[config.mk]
export PLATFORM = sky130hd
export DESIGN_NAME = pipe_hazard_ctrl
export DESIGN_NICKNAME = d
export VERILOG_FILES = /design/src/rtl/cpu_pkg.sv /design/src/rtl/pipe_hazard_ctrl_sat_counter.sv /design/src/rtl/pipe_hazard_ctrl.sv
export SDC_FILE = /design/constraint.sdc
export NUM_CORES = 1
export LEC_CHECK = 0
export CAP_MARGIN = 20
export CORE_MARGIN = 2
export CORE_UTILIZATION = 25
export CTS_CLUSTER_SIZE = 12
export DETAILED_ROUTE_END_ITERATION = 10
export PLACE_DENSITY_LB_ADDON = 0.2
export SETUP_SLACK_MARGIN = 0.05
export SLEW_MARGIN = 30
export SYNTH_ARGS = -nofsm -noshare
export SYNTH_HDL_FRONTEND = slang
export SYNTH_SLANG_ARGS = --single-unit
[constraint.sdc]
create_clock -name clk -period 2.25 [get_ports clk]
set_input_delay 0.45 -clock clk [delete_from_list [all_inputs] [get_ports clk]]
set_output_delay 0.45 -clock clk [all_outputs]
set_load 0.03 [all_outputs]
[src/rtl/cpu_pkg.sv]
// Shared pipeline definitions: hazard FSM states and pipeline-boundary indices.
package cpu_pkg;

  typedef enum logic {
    RUN = 1'b0,
    LU  = 1'b1
  } hz_state_e;

  localparam int B_IF_ID   = 0;
  localparam int B_ID_EXE  = 1;
  localparam int B_EXE_MEM = 2;
  localparam int B_MEM_WB  = 3;

  // Load-use bubble count never exceeds 3, so two bits hold the remaining stall.
  localparam int LU_CNT_W = 2;

endpackage

[src/rtl/pipe_hazard_ctrl_sat_counter.sv]
// Saturating statistics counter with synchronous clear; sticks at all-ones.
module sat_counter #(
  parameter int CNT_W = 32
) (
  input  logic             clk,
  input  logic             arst_n,
  input  logic             clr,
  input  logic             inc,
  output logic [CNT_W-1:0] count
);

  logic [CNT_W-1:0] count_d;
  logic [CNT_W-1:0] count_q;

  // NOTE: combinational blocks use blocking '=' with a default assigned first,
  // so every path drives count_d and no latch is inferred.
  always_comb begin
    count_d = count_q;
    if (clr) begin
      count_d = '0;
    end else if (inc && (count_q != '1)) begin
      count_d = count_q + 1'b1;
    end
  end

  // NOTE: sequential state is updated only with non-blocking '<=' so all
  // flops sample the same pre-edge values.
  always_ff @(posedge clk) begin
    if (!arst_n) begin
      count_q <= '0;
    end else begin
      count_q <= count_d;
    end
  end

  assign count = count_q;

endmodule

[src/rtl/pipe_hazard_ctrl.sv]
// Stall/flush controller: per-boundary enables, bubble strobes and valid bits
// for load-use, redirect and memory-busy hazards, plus statistics counters.
module pipe_hazard_ctrl
  import cpu_pkg::*;
#(
  parameter int N_STAGES  = 5,
  parameter int BR_STAGE  = 2,
  parameter int LU_CYCLES = 1,
  parameter int RF_ADDR_W = 5,
  parameter int CNT_W     = 32
) (
  input  logic                  clk,
  input  logic                  arst_n,
  input  logic                  enable,
  input  logic [RF_ADDR_W-1:0]  rs1_id,
  input  logic [RF_ADDR_W-1:0]  rs2_id,
  input  logic                  use_rs1_id,
  input  logic                  use_rs2_id,
  input  logic [RF_ADDR_W-1:0]  rd_ex,
  input  logic                  mem_read_ex,
  input  logic                  redirect,
  input  logic                  mem_busy,
  input  logic                  clr_stats,
  output logic                  pc_en,
  output logic [N_STAGES-2:0]   stage_en,
  output logic [N_STAGES-2:0]   bubble,
  output logic [N_STAGES-2:0]   valid,
  output logic [CNT_W-1:0]      cycle_cnt,
  output logic [CNT_W-1:0]      stall_cnt,
  output logic [CNT_W-1:0]      flush_cnt
);

  localparam int NB = N_STAGES - 1;
  // Boundaries up to and including the resolving one hold wrong-path work.
  localparam logic [NB-1:0] BR_MASK = NB'((1 << (BR_STAGE + 1)) - 1);

  logic [NB-1:0]       valid_d, valid_q, valid_sh;
  hz_state_e           state_d, state_q;
  logic [LU_CNT_W-1:0] lu_cnt_d, lu_cnt_q;
  logic                hz, redirect_ok;
  logic                cyc_inc, stall_inc, flush_inc;

  assign hz = valid_q[B_IF_ID] & valid_q[B_ID_EXE] & mem_read_ex & (rd_ex != '0) &
              ((use_rs1_id & (rs1_id == rd_ex)) | (use_rs2_id & (rs2_id == rd_ex)));

  assign redirect_ok = redirect & valid_q[BR_STAGE];
  assign valid_sh    = {valid_q[NB-2:0], 1'b1};

  always_comb begin
    pc_en     = 1'b0;
    stage_en  = '0;
    bubble    = '0;
    valid_d   = valid_q;
    state_d   = state_q;
    lu_cnt_d  = lu_cnt_q;
    cyc_inc   = 1'b0;
    stall_inc = 1'b0;
    flush_inc = 1'b0;

    if (!arst_n) begin
      bubble = '1;
    end else if (!enable) begin
      // Frozen: nothing moves, nothing is counted.
    end else if (mem_busy) begin
      cyc_inc   = 1'b1;
      stall_inc = 1'b1;
    end else if (redirect_ok) begin
      pc_en     = 1'b1;
      stage_en  = '1;
      bubble    = BR_MASK;
      valid_d   = valid_sh & ~BR_MASK;
      state_d   = RUN;
      lu_cnt_d  = '0;
      cyc_inc   = 1'b1;
      flush_inc = 1'b1;
    end else if ((state_q == LU) || hz) begin
      stage_en           = '1;
      stage_en[B_IF_ID]  = 1'b0;
      bubble[B_ID_EXE]   = 1'b1;
      valid_d            = valid_sh;
      valid_d[B_IF_ID]   = valid_q[B_IF_ID];
      valid_d[B_ID_EXE]  = 1'b0;
      cyc_inc            = 1'b1;
      stall_inc          = 1'b1;
      if (state_q == RUN) begin
        if (LU_CYCLES > 1) begin
          state_d  = LU;
          lu_cnt_d = LU_CNT_W'(LU_CYCLES - 1);
        end
      end else begin
        lu_cnt_d = lu_cnt_q - 1'b1;
        if (lu_cnt_q == LU_CNT_W'(1)) begin
          state_d = RUN;
        end
      end
    end else begin
      pc_en    = 1'b1;
      stage_en = '1;
      valid_d  = valid_sh;
      cyc_inc  = 1'b1;
    end
  end

  always_ff @(posedge clk) begin
    if (!arst_n) begin
      valid_q  <= '0;
      state_q  <= RUN;
      lu_cnt_q <= '0;
    end else begin
      valid_q  <= valid_d;
      state_q  <= state_d;
      lu_cnt_q <= lu_cnt_d;
    end
  end

  assign valid = valid_q;

  sat_counter #(.CNT_W(CNT_W)) u_cycle_cnt (
    .clk   (clk),
    .arst_n(arst_n),
    .clr   (clr_stats),
    .inc   (cyc_inc),
    .count (cycle_cnt)
  );

  sat_counter #(.CNT_W(CNT_W)) u_stall_cnt (
    .clk   (clk),
    .arst_n(arst_n),
    .clr   (clr_stats),
    .inc   (stall_inc),
    .count (stall_cnt)
  );

  sat_counter #(.CNT_W(CNT_W)) u_flush_cnt (
    .clk   (clk),
    .arst_n(arst_n),
    .clr   (clr_stats),
    .inc   (flush_inc),
    .count (flush_cnt)
  );

endmodule

# After elaboration in Yosys (flattened, before gate mapping)
# Cells that the tools add are included.
[word_totals] reg_bits=103 inputBits=24 out_inout_bits=109 elab_cells=75
[op_classes] n_addsub=4 eq_ne=7 n_mux=35 n_bitwise=10 reduce_logical=12
[ops] op="$add A32 B1 Y32 const B" count=3
[ops] op="$ne A32 B32 Y1 const B" count=3
[ops] op="$mux W1" count=24
[ops] op="$mux W4" count=4
[ops] op="$eq A5 B5 Y1" count=2
[ops] op="$mux W3" count=3
[ops] op="$mux W2" count=4
[ops] op="$and A1 B1 Y1" count=7
[ops] op="$reduce_and A3 Y1" count=2
[ops] op="$reduce_bool A5 Y1" count=1
[ops] op="$reduce_and A4 Y1" count=1
[ops] op="$reduce_bool A2 Y1" count=2
[ops] op="$logic_and A1 B1 Y1" count=3
[ops] op="$eq A2 B1 Y1 const B" count=1
[ops] op="$ne A2 B2 Y1 const B" count=1
[ops] op="$not A1 Y1" count=2
[ops] op="$reduce_and A2 Y1" count=1
[ops] op="$reduce_or A2 Y1" count=1
[ops] op="$sub A2 B1 Y2 const B" count=1
[ops] op="$logic_or A1 B1 Y1" count=1
[ops] op="$or A1 B1 Y1" count=1

# Depth between registers and ports, before layout
# Gate-level depths: netlist of the first run.
[depth] word_depth=11 ltp_mapped=9 mapped_depth_nobuf=8

# Modules after synthesis
# From an unflattened synthesis of the first run, not the netlist that was laid out.
[hier_totals] cells_unflattened=676 area_unflattened_um2=5649.2
[by_module_without_submodules] mod="sat_counter at u_cycle_cnt ..." instances=2 cells_each=203 area_per_inst_um2=1667.8 seq_area_each_um2=640.6
[by_module_without_submodules] mod="sat_counter at u_stall_cnt" instances=1 cells_each=198 area_per_inst_um2=1747.9 seq_area_each_um2=640.6
[by_module_without_submodules] mod="pipe_hazard_ctrl" instances=1 cells_each=72 area_per_inst_um2=565.5 seq_area_each_um2=140.1

# Worst setup path after synthesis of the first run
# Ideal clock, no wire load.
[synth_timing] path_type="in2out" startpoint="input rd_ex[1]" endpoint="output stage_en[0]" t_arrival_ns=2.326 required_time_ns=1.800 slack_ns=-0.526 cell_stages=5 n_path_buf=1 cell_sequence="or4_1 o2111ai_1 a211oi_2 nor3_1 buf_4"
[synth_via] elab_chain_cells=10 elab_cells_between_ends=14 classes_between="eq/ne: 2; mux: 5; bitwise: 5; reduce/logical: 2"
[synth_rtl] element="start: declaration" line_no="pipe_hazard_ctrl.sv:19" source="input logic [RF_ADDR_W-1:0] rd_ex,"
[synth_rtl] element="$eq A5 B5 Y1" line_no="pipe_hazard_ctrl.sv:44" source="((use_rs1_id & (rs1_id == rd_ex)) | (use_rs2_id & (rs2_id == rd_ex)));"
[synth_rtl] element="$and A1 B1 Y1" line_no="pipe_hazard_ctrl.sv:44"
[synth_rtl] element="$or A1 B1 Y1" line_no="pipe_hazard_ctrl.sv:44"
[synth_rtl] element="$and A1 B1 Y1 *" line_no="pipe_hazard_ctrl.sv:43" source="assign hz = valid_q[B_IF_ID] & valid_q[B_ID_EXE] & mem_read_ex & (rd_ex != '0) &"
[synth_rtl] element="$logic_or A1 B1 Y1 *" line_no="pipe_hazard_ctrl.sv:76" source="end else if ((state_q == LU) || hz) begin"
[synth_rtl] element="$mux W1 *" line_no="pipe_hazard_ctrl.sv:76"
[synth_rtl] element="$mux W1 *" line_no="pipe_hazard_ctrl.sv:67" source="end else if (redirect_ok) begin"
[synth_rtl] element="$mux W4 *" line_no="pipe_hazard_ctrl.sv:64" source="end else if (mem_busy) begin"
[synth_rtl] element="$mux W4 *" line_no="pipe_hazard_ctrl.sv:62" source="end else if (!enable) begin"
[synth_rtl] element="$mux W4 *" line_no="pipe_hazard_ctrl.sv:60" source="if (!arst_n) begin"
[synth_rtl] element="end: declaration" line_no="pipe_hazard_ctrl.sv:25" source="output logic [N_STAGES-2:0] stage_en,"
# Every way passes the cells marked *; elsewhere a longest branch is shown, timed or not.

# Worst setup path after layout of the first run
[layout_timing] startpoint="input rd_ex[2]" endpoint="output stage_en[0]"
# The elaborated chain is that of the path after synthesis.

==> out/qor.log, run 1 <==
[timing] Final Hold Viols 0
[placement] setup slack at placement -0.750 ns
[min_path] Hold EP lu_cnt_q[1]$_SDFFE_PN0P_
[timing] largest clock skew in the final design 0.0108 ns
[pwr] static leakage 2.86 nW
[logic_synthesis] cells after synthesis 631
[clock_tree] Clk pin slew, worst setup/hold paths 0.07 ns
[logic_synthesis] fraction of post-synthesis cell area in the top cell type by area 0.393
[logic_synthesis] summed instance area of the synthesized netlist 0.00525 sq mm
[drt] via density per instance 4.69
[drt] routed length per placed instance 14.7 microns
[timing] Worst Tran Pin Value 0.436 ns
[placement] post-detailed-placement cell area 0.00747 sq mm
[drt] drt pass-1 iters 4
[timing] timing-limited maximum frequency 426 MHz
[drt] detailed router's first-iteration violation count 191
[clock_tree] Sink Count 103
[cells_and_area] final core utilization 0.412
[min_path] class of the tightest hold or removal check reg2reg
[worst_setup_path] Worst Reg-to-Reg Cells 9
[timing] Hold Slack 0.457 ns
[cells_and_area] antenna cells 0
[grt] global routing usage on met2 0.233
[drt] via count 5310
[cells_and_area] FILL cells 2112
[floorplanning] total I/O pin count 133
[cells_and_area] final std cell area, no fill 0.00858 sq mm
[worst_setup_path] register-to-register path setup slack 0.07 ns
[job] max-cap violation count 0
[logic_synthesis] average cell area after synthesis 8.32 sq um
[placement] final HPWL from detailed placement 11.4 mm
[timing] Period minus WS final 2.35 ns
[worst_setup_path] data arrival time of the critical path 1.90 ns
[clock_tree] largest buffer count on any clock path 2
[floorplanning] area of the core 0.0208 sq mm
[logic_synthesis] leading cell types by total area after synthesis sky130_fd_sc_hd__dfxtp_1, sky130_fd_sc_hd__xor2_1, sky130_fd_sc_hd__nor2_1
[logic_synthesis] library cell with the highest instance count after synthesis sky130_fd_sc_hd__dfxtp_1
[logic_synthesis] Cell variety after synth 47
[logic_synthesis] Syn. warnings 0
[clock_tree] CTS tree done
[logic_synthesis] net count after synthesis 659
[pwr] PnR Total Power 3.69 mW
[grt] number of global-route vias before repair 4950
[drt] number of antenna-violating nets in the routed design 0
[timing] setup repair after global routing missed its margin yes
[worst_setup_path] Critical Path Start Type input pin
[cells_and_area] ratio of cells with drive above 1 in the final layout 0.299
[worst_setup_path] kind of critical path in2out
[drt] DRC violations left 0
[grt] routing layer with the top usage in global route met2
[clock_tree] clock latency on the worst-skew pair 0.35 ns
[grt] total global-route track usage 0.144
[timing] worst max-slew margin expressed relative to the limit 0.709
[clock_tree] number of buffers inserted during clock tree synthesis 9
[timing] total of endpoints with negative setup slack in the final report 4
[floorplanning] Starting Density 0.252
[timing] max-slew violation total from the final report 0
[logic_synthesis] Async SR Flop Fraction 0
[logic_synthesis] top cells by instance count after synthesis sky130_fd_sc_hd__dfxtp_1, sky130_fd_sc_hd__nor2_1, sky130_fd_sc_hd__nand2_1
[timing] crit path setup slack, layout -0.0984 ns
[cells_and_area] number of cells in the finished layout apart from fillers 1132
[timing] post-route clock period utilization 1.04
[grt] GR Util met3 0.0508
[outcome] failing checks setup timing
[outcome] outcome complete, but fails checks
[timing] summed negative setup slack over all endpoints -0.326 ns
[logic_synthesis] primary flip-flop cell chosen by synthesis mapping sky130_fd_sc_hd__dfxtp_1
[logic_synthesis] largest area contributor in the netlist sky130_fd_sc_hd__dfxtp_1
[placement] Placed Cells incl. Taps 1086
[floorplanning] die height 149 microns
[pwr] peak supply drop 0.000332 V
[floorplanning] die outline area 0.0222 sq mm
[floorplanning] number of cell rows 53
[placement] # port buffers 132
[worst_setup_path] destination of the worst register-to-register timing path u_stall_cnt.count[25]$_SDFFE_PP0P_
[drt] total wire length 16.7 mm
[grt] maximum number of pins on one net before global-route repair 41
[clock_tree] H-tree levels 3
[logic_synthesis] number of enable-type register cells in the synthesized netlist 0
[logic_synthesis] part of the Yosys area used for sequential elements 0.393
[worst_setup_path] required time at the endpoint of the critical path 1.80 ns
[grt] fraction of met1 tracks used by global routing 0.184
[pwr] Power per Cell Area 430 mW/mm^2
[grt] Congestion Overflow GR 0
[clock_tree] hold buffer count at CTS 0
[grt] antenna violations before repair 0
[cells_and_area] synth-to-layout area growth 63.5%
[min_path] hold_sp lu_cnt_q[1]$_SDFFE_PN0P_
[grt] first-pass GRT wire length 25.6 mm
[clock_tree] clock root buffer sky130_fd_sc_hd__clkbuf_16
[floorplanning] Chip Width 149 microns
[cells_and_area] Nets 880
[min_path] Hold Path Stages 2
[placement] global placement routability congestion 0.749
[worst_setup_path] nature of the critical path endpoint output pin
[worst_setup_path] launch point of the worst reg-to-reg path u_stall_cnt.count[0]$_SDFFE_PP0P_
[logic_synthesis] Synth Register Bits 103
[worst_setup_path] critical path peak fanout 3
flip-flops by register name (all words and copies together), names as in the netlist:
signal	cells
u_cycle_cnt.count	32
lu_cnt_q	2
valid	4
u_stall_cnt.count	32
state_q	1
u_flush_cnt.count	32
power by group:
| group | switching, mW | total, mW | internal [mW] | leakage [nW] |
|---|---|---|---|---|
| Combinational | 0.143 | 0.279 | 0.136 | 1.88 |
| Sequential | 0.00499 | 1.82 | 1.82 | 0.842 |
| Clock | 0.720 | 1.59 | 0.867 | 0.136 |
area by class of cell:
class | instances | area [sq um] | share of cell area
Tap cell | 275 | 344 | 0.0401
Clock inverter | 5 | 58.8 | 0.00686
Timing Repair Buffer | 245 | 2330 | 0.271
Inverter | 9 | 33.8 | 0.00394
Clock buffer | 11 | 233 | 0.0271
Sequential cell | 103 | 2100 | 0.245
Multi-Input combinational cell | 484 | 3480 | 0.406
worst max path at each step:
stage,start,to,slack [ns],cells past startpoint
2_1_floorplan,rd_ex[1],stage_en[0],-0.05,5
3_3_place_gp,rd_ex[3],u_stall_cnt.count[0]$_SDFFE_PP0P_,-0.70,10
3_5_place_dp,rd_ex[4],u_stall_cnt.count[28]$_SDFFE_PP0P_,-0.75,10
4_1_cts,rd_ex[2],stage_en[0],-0.12,7
5_1_grt,rd_ex[2],stage_en[0],-0.16,7
6_report,rd_ex[2],stage_en[0],-0.1,7
critical path: stages:
cell                        delay [ns]
sky130_fd_sc_hd__buf_8            0.10
sky130_fd_sc_hd__or4_4            0.54
sky130_fd_sc_hd__o2111ai_4        0.24
sky130_fd_sc_hd__a211oi_2         0.08
sky130_fd_sc_hd__buf_4            0.15
sky130_fd_sc_hd__nor3_4           0.17
sky130_fd_sc_hd__buf_6            0.17
per-layer routing:
layer,vias to the layer above,wire length (microns)
met5,-,0
met4,0,155
met3,11,1180
met1,2488,7710
li1,2687,-
met2,124,7620
layout by cell type (no fill, tap or decap), drive strengths merged, types with 3 or more instances in the layout:
master         instances
or4                   10
and3                  17
o21ai                 17
xnor2                 25
o31a                   3
buf                  127
nor4                  25
nor3                  20
nand4                 42
nor4b                  4
clkbuf                19
and2                   7
o31ai                  7
inv                   10
nand3                 31
mux2i                 17
clkdlybuf4s50        109
dfxtp                103
or3                   14
nand2                 68
nor2                  73
a21oi                 25
ha                     4
xor2                  41
o21a                   3
and4                   4
or2                   16
cells by family after synthesis:
group / after synthesis / share of synthesized area
xor+xnor: 66 / 0.110
compound gates: 60 / 0.0682
flops: 103 / 0.393
simple gates: 337 / 0.349
buf+inv: 44 / 0.0381
mux: 17 / 0.0324
fa+ha+maj: 4 / 0.00954
what timing repair did:
item	4_1_cts	5_1_grt
pin swaps	38	50
setup buffers	8	18
resized for setup	63	104
gates cloned	3	2
endpoints found under the setup margin	35	63
Note: power is estimated with default switching activity, not from simulation.
==> run 2, diff against run 1 <==
- ABC_CLOCK_PERIOD_IN_PS: not set -> 2250
==> results of run 2 <==
Same layout as run 1: the final DEF is identical, and so are final timing and power.
